**config.mk**
```make
export PLATFORM = sky130hd
export DESIGN_NAME = uart_cfg_master_flat
export DESIGN_NICKNAME = d
export VERILOG_FILES = /design/src/rtl/uart_cfg_master_if.sv /design/src/rtl/uart_cfg_master.sv /design/src/flat_wrapper.sv
export SDC_FILE = /design/constraint.sdc
export NUM_CORES = 1
export LEC_CHECK = 0
export ABC_AREA = 1
export CORE_AREA = 2 2 108 110
export DETAILED_ROUTE_END_ITERATION = 16
export DIE_AREA = 0 0 110 112
export HOLD_SLACK_MARGIN = 0.05
export PLACE_DENSITY = 0.75
export SETUP_SLACK_MARGIN = 0.3
export SYNTH_ARGS = -nofsm -noshare
export SYNTH_HDL_FRONTEND = slang
export SYNTH_SLANG_ARGS = --single-unit
```
**constraint.sdc**
```tcl
create_clock -name clk -period 1.5 [get_ports clk]
set_input_delay 0.225 -clock clk [delete_from_list [all_inputs] [get_ports clk]]
set_output_delay 0.225 -clock clk [all_outputs]
set_load 0.02 [all_outputs]
```
**src/rtl/uart_cfg_master_if.sv**
```systemverilog
// Host request/response channel and uart_top configuration bus of uart_cfg_master.
// The slave modport is the block's view; master is the surrounding environment.
interface uart_cfg_master_if;
    logic        req_valid_i;
    logic        req_ready_o;
    logic [1:0]  req_op_i;
    logic [4:0]  req_addr_i;
    logic [31:0] req_data_i;
    logic        rsp_valid_o;
    logic [31:0] rsp_data_o;
    logic        rsp_err_o;
    logic        busy_o;
    logic        cfg_cs_o;
    logic        cfg_we_o;
    logic [4:0]  cfg_addr_o;
    logic [31:0] cfg_wdata_o;
    logic [31:0] cfg_rdata_i;
    logic        tx_int_i;
    logic        err_int_i;

    modport slave (
        input  req_valid_i, req_op_i, req_addr_i, req_data_i, cfg_rdata_i, tx_int_i, err_int_i,
        output req_ready_o, rsp_valid_o, rsp_data_o, rsp_err_o, busy_o,
        output cfg_cs_o, cfg_we_o, cfg_addr_o, cfg_wdata_o
    );

    modport master (
        output req_valid_i, req_op_i, req_addr_i, req_data_i, cfg_rdata_i, tx_int_i, err_int_i,
        input  req_ready_o, rsp_valid_o, rsp_data_o, rsp_err_o, busy_o,
        input  cfg_cs_o, cfg_we_o, cfg_addr_o, cfg_wdata_o
    );
endinterface

```
**src/rtl/uart_cfg_master.sv**
```systemverilog
// Turns host byte-level requests into uart_top cfg register transactions:
// write, read, init (divider + enables) and send-byte with tx_int wait.
module uart_cfg_master #(
    parameter logic [15:0] DIV_DEFAULT    = 16'd10416,
    parameter int          TIMEOUT_CYCLES = 600000,
    parameter int          TIMEOUT_W      = 20
) (
    input logic               clk,
    input logic               rst_i,
    uart_cfg_master_if.slave  bus
);
    typedef enum logic [2:0] {IDLE, WR, RD, RD_CAP, SB_DATA, SB_CMD, SB_WAIT, RESP} state_t;

    localparam logic [1:0] OP_WRITE = 2'b00;
    localparam logic [1:0] OP_READ  = 2'b01;
    localparam logic [1:0] OP_SEND  = 2'b10;
    localparam logic [1:0] OP_INIT  = 2'b11;
    localparam logic [4:0] ADDR_CTRL   = 5'd0;
    localparam logic [4:0] ADDR_CMD    = 5'd1;
    localparam logic [4:0] ADDR_TXDATA = 5'd2;
    localparam logic [TIMEOUT_W-1:0] CNT_LAST = TIMEOUT_W'(TIMEOUT_CYCLES - 1);

    state_t                state;
    logic [TIMEOUT_W-1:0]  cnt;
    logic                  ready, busy, rsp_valid, rsp_err;
    logic [31:0]           rsp_data;
    logic                  cs, we;
    logic [4:0]            addr;
    logic [31:0]           wdata;
    logic [15:0]           init_div;

    assign init_div = (bus.req_data_i[15:0] == 16'd0) ? DIV_DEFAULT : bus.req_data_i[15:0];

    always_ff @(posedge clk) begin
        if (rst_i) begin
            state     <= IDLE;
            cnt       <= '0;
            ready     <= 1'b0;
            busy      <= 1'b0;
            rsp_valid <= 1'b0;
            rsp_err   <= 1'b0;
            rsp_data  <= '0;
            cs        <= 1'b0;
            we        <= 1'b0;
            addr      <= '0;
            wdata     <= '0;
        end else begin
            case (state)
                IDLE: begin
                    ready <= 1'b1;
                    if (bus.req_valid_i && ready) begin
                        // Strobe is registered here so it shows up the cycle after accept.
                        ready <= 1'b0;
                        busy  <= 1'b1;
                        cs    <= 1'b1;
                        case (bus.req_op_i)
                            OP_WRITE: begin
                                we    <= 1'b1;
                                addr  <= bus.req_addr_i;
                                wdata <= bus.req_data_i;
                                state <= WR;
                            end
                            OP_READ: begin
                                we    <= 1'b0;
                                addr  <= bus.req_addr_i;
                                wdata <= '0;
                                state <= RD;
                            end
                            OP_SEND: begin
                                we    <= 1'b1;
                                addr  <= ADDR_TXDATA;
                                wdata <= {24'd0, bus.req_data_i[7:0]};
                                state <= SB_DATA;
                            end
                            default: begin
                                we    <= 1'b1;
                                addr  <= ADDR_CTRL;
                                wdata <= {init_div, 13'd0, 3'b111};
                                state <= WR;
                            end
                        endcase
                    end
                end
                WR: begin
                    cs        <= 1'b0;
                    we        <= 1'b0;
                    addr      <= '0;
                    wdata     <= '0;
                    rsp_valid <= 1'b1;
                    rsp_err   <= 1'b0;
                    rsp_data  <= '0;
                    state     <= RESP;
                end
                RD: begin
                    cs    <= 1'b0;
                    addr  <= '0;
                    state <= RD_CAP;
                end
                RD_CAP: begin
                    rsp_data  <= bus.cfg_rdata_i;
                    rsp_valid <= 1'b1;
                    rsp_err   <= 1'b0;
                    state     <= RESP;
                end
                SB_DATA: begin
                    addr  <= ADDR_CMD;
                    wdata <= 32'h1;
                    state <= SB_CMD;
                end
                SB_CMD: begin
                    cs    <= 1'b0;
                    we    <= 1'b0;
                    addr  <= '0;
                    wdata <= '0;
                    cnt   <= '0;
                    state <= SB_WAIT;
                end
                SB_WAIT: begin
                    cnt <= cnt + 1'b1;
                    // Error or timeout outranks a coincident tx_int.
                    if (bus.err_int_i || cnt == CNT_LAST) begin
                        rsp_valid <= 1'b1;
                        rsp_err   <= 1'b1;
                        rsp_data  <= '0;
                        state     <= RESP;
                    end else if (bus.tx_int_i) begin
                        rsp_valid <= 1'b1;
                        rsp_err   <= 1'b0;
                        rsp_data  <= '0;
                        state     <= RESP;
                    end
                end
                RESP: begin
                    rsp_valid <= 1'b0;
                    rsp_err   <= 1'b0;
                    busy      <= 1'b0;
                    ready     <= 1'b1;
                    state     <= IDLE;
                end
                default: state <= IDLE;
            endcase
        end
    end

    assign bus.req_ready_o = ready;
    assign bus.busy_o      = busy;
    assign bus.rsp_valid_o = rsp_valid;
    assign bus.rsp_err_o   = rsp_err;
    assign bus.rsp_data_o  = rsp_data;
    assign bus.cfg_cs_o    = cs;
    assign bus.cfg_we_o    = we;
    assign bus.cfg_addr_o  = addr;
    assign bus.cfg_wdata_o = wdata;
endmodule

```
**src/flat_wrapper.sv**
```systemverilog
// flat-port wrapper written by rule: the top's interface ports become plain ports
module uart_cfg_master_flat 
#(
    parameter logic [15:0] DIV_DEFAULT    = 16'd10416,
    parameter int          TIMEOUT_CYCLES = 600000,
    parameter int          TIMEOUT_W      = 20
)
  (clk, rst_i, bus_req_valid_i, bus_req_op_i, bus_req_addr_i, bus_req_data_i, bus_cfg_rdata_i, bus_tx_int_i, bus_err_int_i, bus_req_ready_o, bus_rsp_valid_o, bus_rsp_data_o, bus_rsp_err_o, bus_busy_o, bus_cfg_cs_o, bus_cfg_we_o, bus_cfg_addr_o, bus_cfg_wdata_o);
  uart_cfg_master_if bus_i ();
  input logic clk;
  input logic rst_i;
  input wire logic [$bits(bus_i.req_valid_i)-1:0] bus_req_valid_i;
  input wire logic [$bits(bus_i.req_op_i)-1:0] bus_req_op_i;
  input wire logic [$bits(bus_i.req_addr_i)-1:0] bus_req_addr_i;
  input wire logic [$bits(bus_i.req_data_i)-1:0] bus_req_data_i;
  input wire logic [$bits(bus_i.cfg_rdata_i)-1:0] bus_cfg_rdata_i;
  input wire logic [$bits(bus_i.tx_int_i)-1:0] bus_tx_int_i;
  input wire logic [$bits(bus_i.err_int_i)-1:0] bus_err_int_i;
  output wire logic [$bits(bus_i.req_ready_o)-1:0] bus_req_ready_o;
  output wire logic [$bits(bus_i.rsp_valid_o)-1:0] bus_rsp_valid_o;
  output wire logic [$bits(bus_i.rsp_data_o)-1:0] bus_rsp_data_o;
  output wire logic [$bits(bus_i.rsp_err_o)-1:0] bus_rsp_err_o;
  output wire logic [$bits(bus_i.busy_o)-1:0] bus_busy_o;
  output wire logic [$bits(bus_i.cfg_cs_o)-1:0] bus_cfg_cs_o;
  output wire logic [$bits(bus_i.cfg_we_o)-1:0] bus_cfg_we_o;
  output wire logic [$bits(bus_i.cfg_addr_o)-1:0] bus_cfg_addr_o;
  output wire logic [$bits(bus_i.cfg_wdata_o)-1:0] bus_cfg_wdata_o;
  assign bus_i.req_valid_i = bus_req_valid_i;
  assign bus_i.req_op_i = bus_req_op_i;
  assign bus_i.req_addr_i = bus_req_addr_i;
  assign bus_i.req_data_i = bus_req_data_i;
  assign bus_i.cfg_rdata_i = bus_cfg_rdata_i;
  assign bus_i.tx_int_i = bus_tx_int_i;
  assign bus_i.err_int_i = bus_err_int_i;
  assign bus_req_ready_o = bus_i.req_ready_o;
  assign bus_rsp_valid_o = bus_i.rsp_valid_o;
  assign bus_rsp_data_o = bus_i.rsp_data_o;
  assign bus_rsp_err_o = bus_i.rsp_err_o;
  assign bus_busy_o = bus_i.busy_o;
  assign bus_cfg_cs_o = bus_i.cfg_cs_o;
  assign bus_cfg_we_o = bus_i.cfg_we_o;
  assign bus_cfg_addr_o = bus_i.cfg_addr_o;
  assign bus_cfg_wdata_o = bus_i.cfg_wdata_o;
  uart_cfg_master #(.DIV_DEFAULT(DIV_DEFAULT), .TIMEOUT_CYCLES(TIMEOUT_CYCLES), .TIMEOUT_W(TIMEOUT_W)) u_core (.clk(clk), .rst_i(rst_i), .bus(bus_i));
endmodule
```
# After elaboration in Yosys (flattened, before gate mapping)
# Index checks and enable logic that the tools add are counted.
[classes]
add_sub_neg = 1
eq_ne = 12
mux = 30
n_reduce_logical = 28
[ops]
columns = ["cell", "count"]
rows = [
  ["32-bit one-hot mux with 3 select lines", 3],
  ["32-bit two-way mux", 3],
  ["20-bit one-hot mux with 2 select lines", 1],
  ["3-bit one-hot mux with 7 select lines", 1],
  ["20-bit by 1-bit adder with 20-bit output (second input constant)", 1],
  ["20-bit == test (second input constant)", 1],
  ["2-bit AND reduction", 9],
  ["16-bit logical NOT", 1],
  ["16-bit two-way mux", 1],
  ["5-bit one-hot mux with 3 select lines", 1],
  ["3-bit == test (second input constant)", 4],
  ["3-bit nonzero test", 4],
  ["1-bit one-hot mux with 2 select lines", 5],
  ["5-bit one-hot mux with 2 select lines", 1],
  ["2-bit nonzero test", 5],
  ["3-bit two-way mux", 3],
  ["1-bit two-way mux", 8],
  ["3-bit by 2-bit == test with 1-bit output (second input constant)", 2],
  ["3-bit one-hot mux with 2 select lines", 1],
  ["2-bit OR reduction", 3],
  ["3-bit OR reduction", 2],
  ["5-bit two-way mux", 1],
  ["3-bit by 1-bit == test with 1-bit output (second input constant)", 1],
  ["3-bit logical NOT", 1],
  ["8 further kinds", 8],
]
[word_totals]
regBits = 98
input_bits = 76
output_inout_bits = 75
word_cells = 82

# Logic depth before layout (Yosys ltp)
[depth]
word_depth = 5
ltp_mapped = 10
mapped_depth_nobuf = 9

# Worst setup path after synthesis
# Ideal clock, no wire load.
[synth_path]
path_type = "register -> register"
start = "reg u_core.cnt[0]"
end = "reg u_core.rsp_data[10], in the netlist u_core.bus.rsp_data_o[10]"
setup_ps = 132
arrival_ps = 1323
t_required_ps = 1368
slack_ps = 44
path_stages_with_launch = 10
path_buffers = 1
synth_period_minus_slack_ps = 1456
path_cell_list = "dfxtp_1 ha_1 nand3_1 nor2_1 nand3_1 nand3_2 nand2_4 buf_6 nand2_1 a21oi_1"
[synth_between]
elab_chain_len = 4
elab_cells_between_ends = 6
classes_between = "eq/ne: 2; mux: 2; reduce/logical: 2"
[synth_rtl]
columns = ["element", "line", "rtl"]
rows = [
  ["start: declaration", "uart_cfg_master.sv:24", "logic [TIMEOUT_W-1:0] cnt;"],
  ["start signal: assignment", "uart_cfg_master.sv:119", "cnt <= cnt + 1'b1;"],
  ["20-bit == test (*)", "uart_cfg_master.sv:121", "if (bus.err_int_i || cnt == CNT_LAST) begin"],
  ["1-bit logical OR (*)", "uart_cfg_master.sv:121", ""],
  ["32-bit two-way mux / 3-bit by 2-bit inequality test with 1-bit output (equally long branches)", "-", ""],
  ["32-bit one-hot mux with 3 select lines / 2-bit AND reduction (equally long branches)", "-", ""],
  ["end signal: assignment", "uart_cfg_master.sv:100", "rsp_data <= bus.cfg_rdata_i;"],
  ["end: declaration", "uart_cfg_master.sv:26", "logic [31:0] rsp_data;"],
]
# Every way passes the cells marked *; elsewhere a longest branch is shown, timed or not.
# A chain may end at the register's enable or synchronous reset.

# Worst setup path in the final report
[layout_path]
start = "reg u_core.cnt[0]"
end = "reg u_core.rsp_data[27], in the netlist u_core.bus.rsp_data_o[27]"
# Same word-level chain as after synthesis.

==> results.py <==
metrics = {
    "outcome": {
        "status": "complete, but fails checks",
        "failed_checks": "negative setup slack",
    },
    "cells_and_area": {
        "nNetsFinal": 935,
        "syn_to_final_growth_pct": 73.9,
        "multi_input_area_mm2": 0.00291,
        "fin_cells": 1003,
        "drive_above_1_share": 0.427,
        "n_fill_cell": 815,
        "regArea_mm2": 0.00200,
    },
    "clocking": {
        "insertion_delay_ps": 350,
        "cts_inserted_buffers": 9,
        "cts-hold-fix-buffers": 0,
        "cts.sinks": 98,
        "clockBufferDepth": 2,
        "clk_transition_reported_paths_ps": 70,
        "cts_tree": "built",
        "htreeDepth": 3,
        "root_buffer": "clkbuf_16",
    },
    "sta": {
        "slew_headroom": 0.634,
        "fin_tns_setup_ps": -243,
        "fin_ws_ps": -34.4,
        "hold_viol": 0,
        "clock.fmax_mhz": 652,
        "finalClockSkew_ps": 6.68,
        "finalCritPeriodShare": 1.02,
        "setup_violations": 20,
        "tightest_slew_ps": 548,
        "slew_viol_final": 0,
        "rsz0062_at_grt": "true",
        "min_period_ps": 1530,
    },
    "detailed_routing": {
        "drtAntennaViolNets": 0,
        "via_per_inst": 5.49,
        "drtIter0Drc": 429,
        "drc": 0,
        "wirelength_um": 17500,
        "vias": 5505,
        "drt-wirelength-per-cell_um": 17.5,
        "dr.pass1.iters": 7,
    },
    "synthesis": {
        "synth_top_area_share": 0.437,
        "syn_nets": 714,
        "async_reset_ff_frac": 0,
        "netlist_instances": 633,
        "synth_edf_count": 0,
        "seq_area_frac_synth": 0.437,
        "yosysWarnings": 0,
        "synth_area_mm2": 0.00449,
        "syn_area_per_cell_um2": 7.09,
        "synth_cell_types": 34,
        "synth_flop_cell": "dfxtp_1",
        "synth_seq_cells": 98,
        "yosys.area.top_type": "dfxtp_1",
        "netlist_top_cells_area": "dfxtp_1, nand2_1, a21oi_1",
    },
    "floorplanning": {
        "coreArea_mm2": 0.0112,
        "dieArea_mm2": 0.0123,
        "io-pin-count": 151,
        "fp-row-count": 39,
        "fp.dieW_um": 110,
        "initial_core_util": 0.402,
        "die_h_um": 112,
    },
    "power": {
        "power_uw": 11300,
        "ir_drop_v": 0.000805,
        "power_density_mw_per_mm2": 1450,
        "leakagePower_uw": 0.00315,
    },
    "place": {
        "dpl.hpwl_um": 9880,
        "gp_congestion": 0.909,
        "portBuffers": 150,
        "place_inst": 943,
    },
    "worst_setup_path": {
        "cp_slowest_cell": "dfxtp_4",
        "crit_fanout": 8,
        "worstSetupStartpointType": "flip-flop",
        "crit_top_cell": "nand3_4",
        "required_ps": 1730,
        "worstPathArrival_ps": 1760,
        "crit_chain": "ha_4 -> nand3_4 -> nor2_4 -> nand3_4 -> nand3_4 -> buf_12 -> nand2_8 -> nand2_2 -> a21oi_2",
        "r2r_slack_ps": -30,
        "cpPeakStageDelay_ps": 360,
        "critical_path_class": "reg2reg",
        "endpoint_kind": "flip-flop",
    },
    "global_routing": {
        "grt_overflow_total": 0,
        "grt_pass1_wl_um": 23100,
        "grt_use_total": 0.236,
        "grt_pass1_vias": 4946,
        "grt_max_degree": 70,
        "grt_antenna_before_repair": 1,
    },
    "flow_run": {
        "maxCapViolCount": 0,
    },
    "worst_hold_path": {
        "min_path_type": "in2reg",
    },
}
-- cells in the final DEF, fill, tap and decap left out, drive strengths merged, types with 2 or more instances in the layout --
cell type / instances
a21oi: 105
buf: 147
clkbuf: 13
clkdlybuf4s15: 12
clkdlybuf4s50: 72
clkinv: 6
clkinvlp: 3
dfxtp: 98
dlymetal6s2s: 2
ha: 5
inv: 57
nand2: 194
nand3: 43
nand4: 12
nor2: 36
nor3: 6
o211ai: 7
o21ai: 31
o21bai: 2
-- critical path, delay by kind of cell, from the launching register on --
| family | cells | cell delay (ps) |
|---|---|---|
| flip-flops | 1 | 360 |
| adder cells (fa/ha/maj) | 1 | 150 |
| AND/OR/NAND/NOR | 6 | 700 |
| AO/OA/AOI/OAI | 1 | 40 |
| buffers and inverters | 1 | 160 |
-- logic make-up (layout without fill, tap and decap cells) --
group                      Yosys count  after routing  share of synthesized area
buffers and inverters               91            313                     0.0911
and+or+nand+nor                    288            292                      0.280
AOI/OAI and AO/OA                  151            151                      0.178
other                                0              1                          0
DFF                                 98             98                      0.437
adders and majority gates            5              5                     0.0139
-- repair_timing --
action	in CTS	in global routing
endpoints found under the setup margin	173	137
setup buffers	9	24
resized for setup	292	233
cloned	2	8
pin swaps	16	50
hold endpoints to repair	0	0
-- through the flow --
step                      setup WS, ps  hold slack [ps]  cell area, um^2  utilization
after floorplan                    143              368             4620            -
after global placement            -174              447             6540        0.585
after detailed placement          -244              454             6540        0.585
after CTS                         77.1              330             7170        0.641
after global routing              -154              390             7810        0.699
final                            -34.4              375             7810        0.699
-- registers in the layout, indices dropped and copies added (netlist names) --
signal / flops
u_core.bus.rsp_valid_o: 1
u_core.bus.rsp_err_o: 1
u_core.cnt: 20
u_core.bus.cfg_cs_o: 1
u_core.state: 3
u_core.bus.cfg_wdata_o: 32
u_core.bus.cfg_addr_o: 5
u_core.bus.req_ready_o: 1
u_core.bus.cfg_we_o: 1
u_core.bus.busy_o: 1
u_core.bus.rsp_data_o: 32
-- cell type report --
type	instances	area share
diodes	1	0.000320
well taps	143	0.0229
repair buffers	237	0.275
flip-flops and latches	98	0.255
repair inverters	1	0.00112
clock inverters	7	0.00881
clock buffers	9	0.0288
inverters	59	0.0348
multi-input cells	448	0.373
-- synth_stat cells (2+ instances only) --
cell type / count
clkbuf_1: 17
ha_1: 5
nand2_1: 186
a21oi_1: 105
dfxtp_1: 98
nand3_1: 41
buf_4: 6
o21ai_0: 28
o21ai_1: 2
nor3_1: 6
nand4_1: 12
nor2_4: 2
nor2_1: 32
inv_1: 53
buf_6: 5
o211ai_1: 7
buf_2: 4
inv_2: 4
o21bai_1: 2
nand2_4: 4
-- path summary, 6_finish.rpt --
| path | from | endpoint | cells past startpoint |
|---|---|---|---|
| worst max-delay path | u_core.cnt[0] | u_core.bus.rsp_data_o[27] | 9 |
| worst min-delay path | rst_i | u_core.bus.cfg_wdata_o[4] | 3 |
| worst max register to register | u_core.cnt[0] | u_core.bus.rsp_data_o[27] | 9 |
| worst min register to register | u_core.bus.cfg_wdata_o[12] | u_core.bus.cfg_wdata_o[12] | 2 |
-- routing by layer --
layer	GRT usage	part of all wire	up-vias
met3	0.0550	0.078	71
met4	0.115	0.038	0
met5	0	0	-
li1	-	-	2532
met2	0.385	0.50	300
met1	0.288	0.38	2602
-- where the power goes --
part,leakage (uW),switching [uW],internal (uW)
logic,0.00221,3170,2660
registers,0.000803,260,2890
clock network,0.000142,1040,1290
total,0.00315,4470,6840
Note: power is estimated with default switching activity, not from simulation.
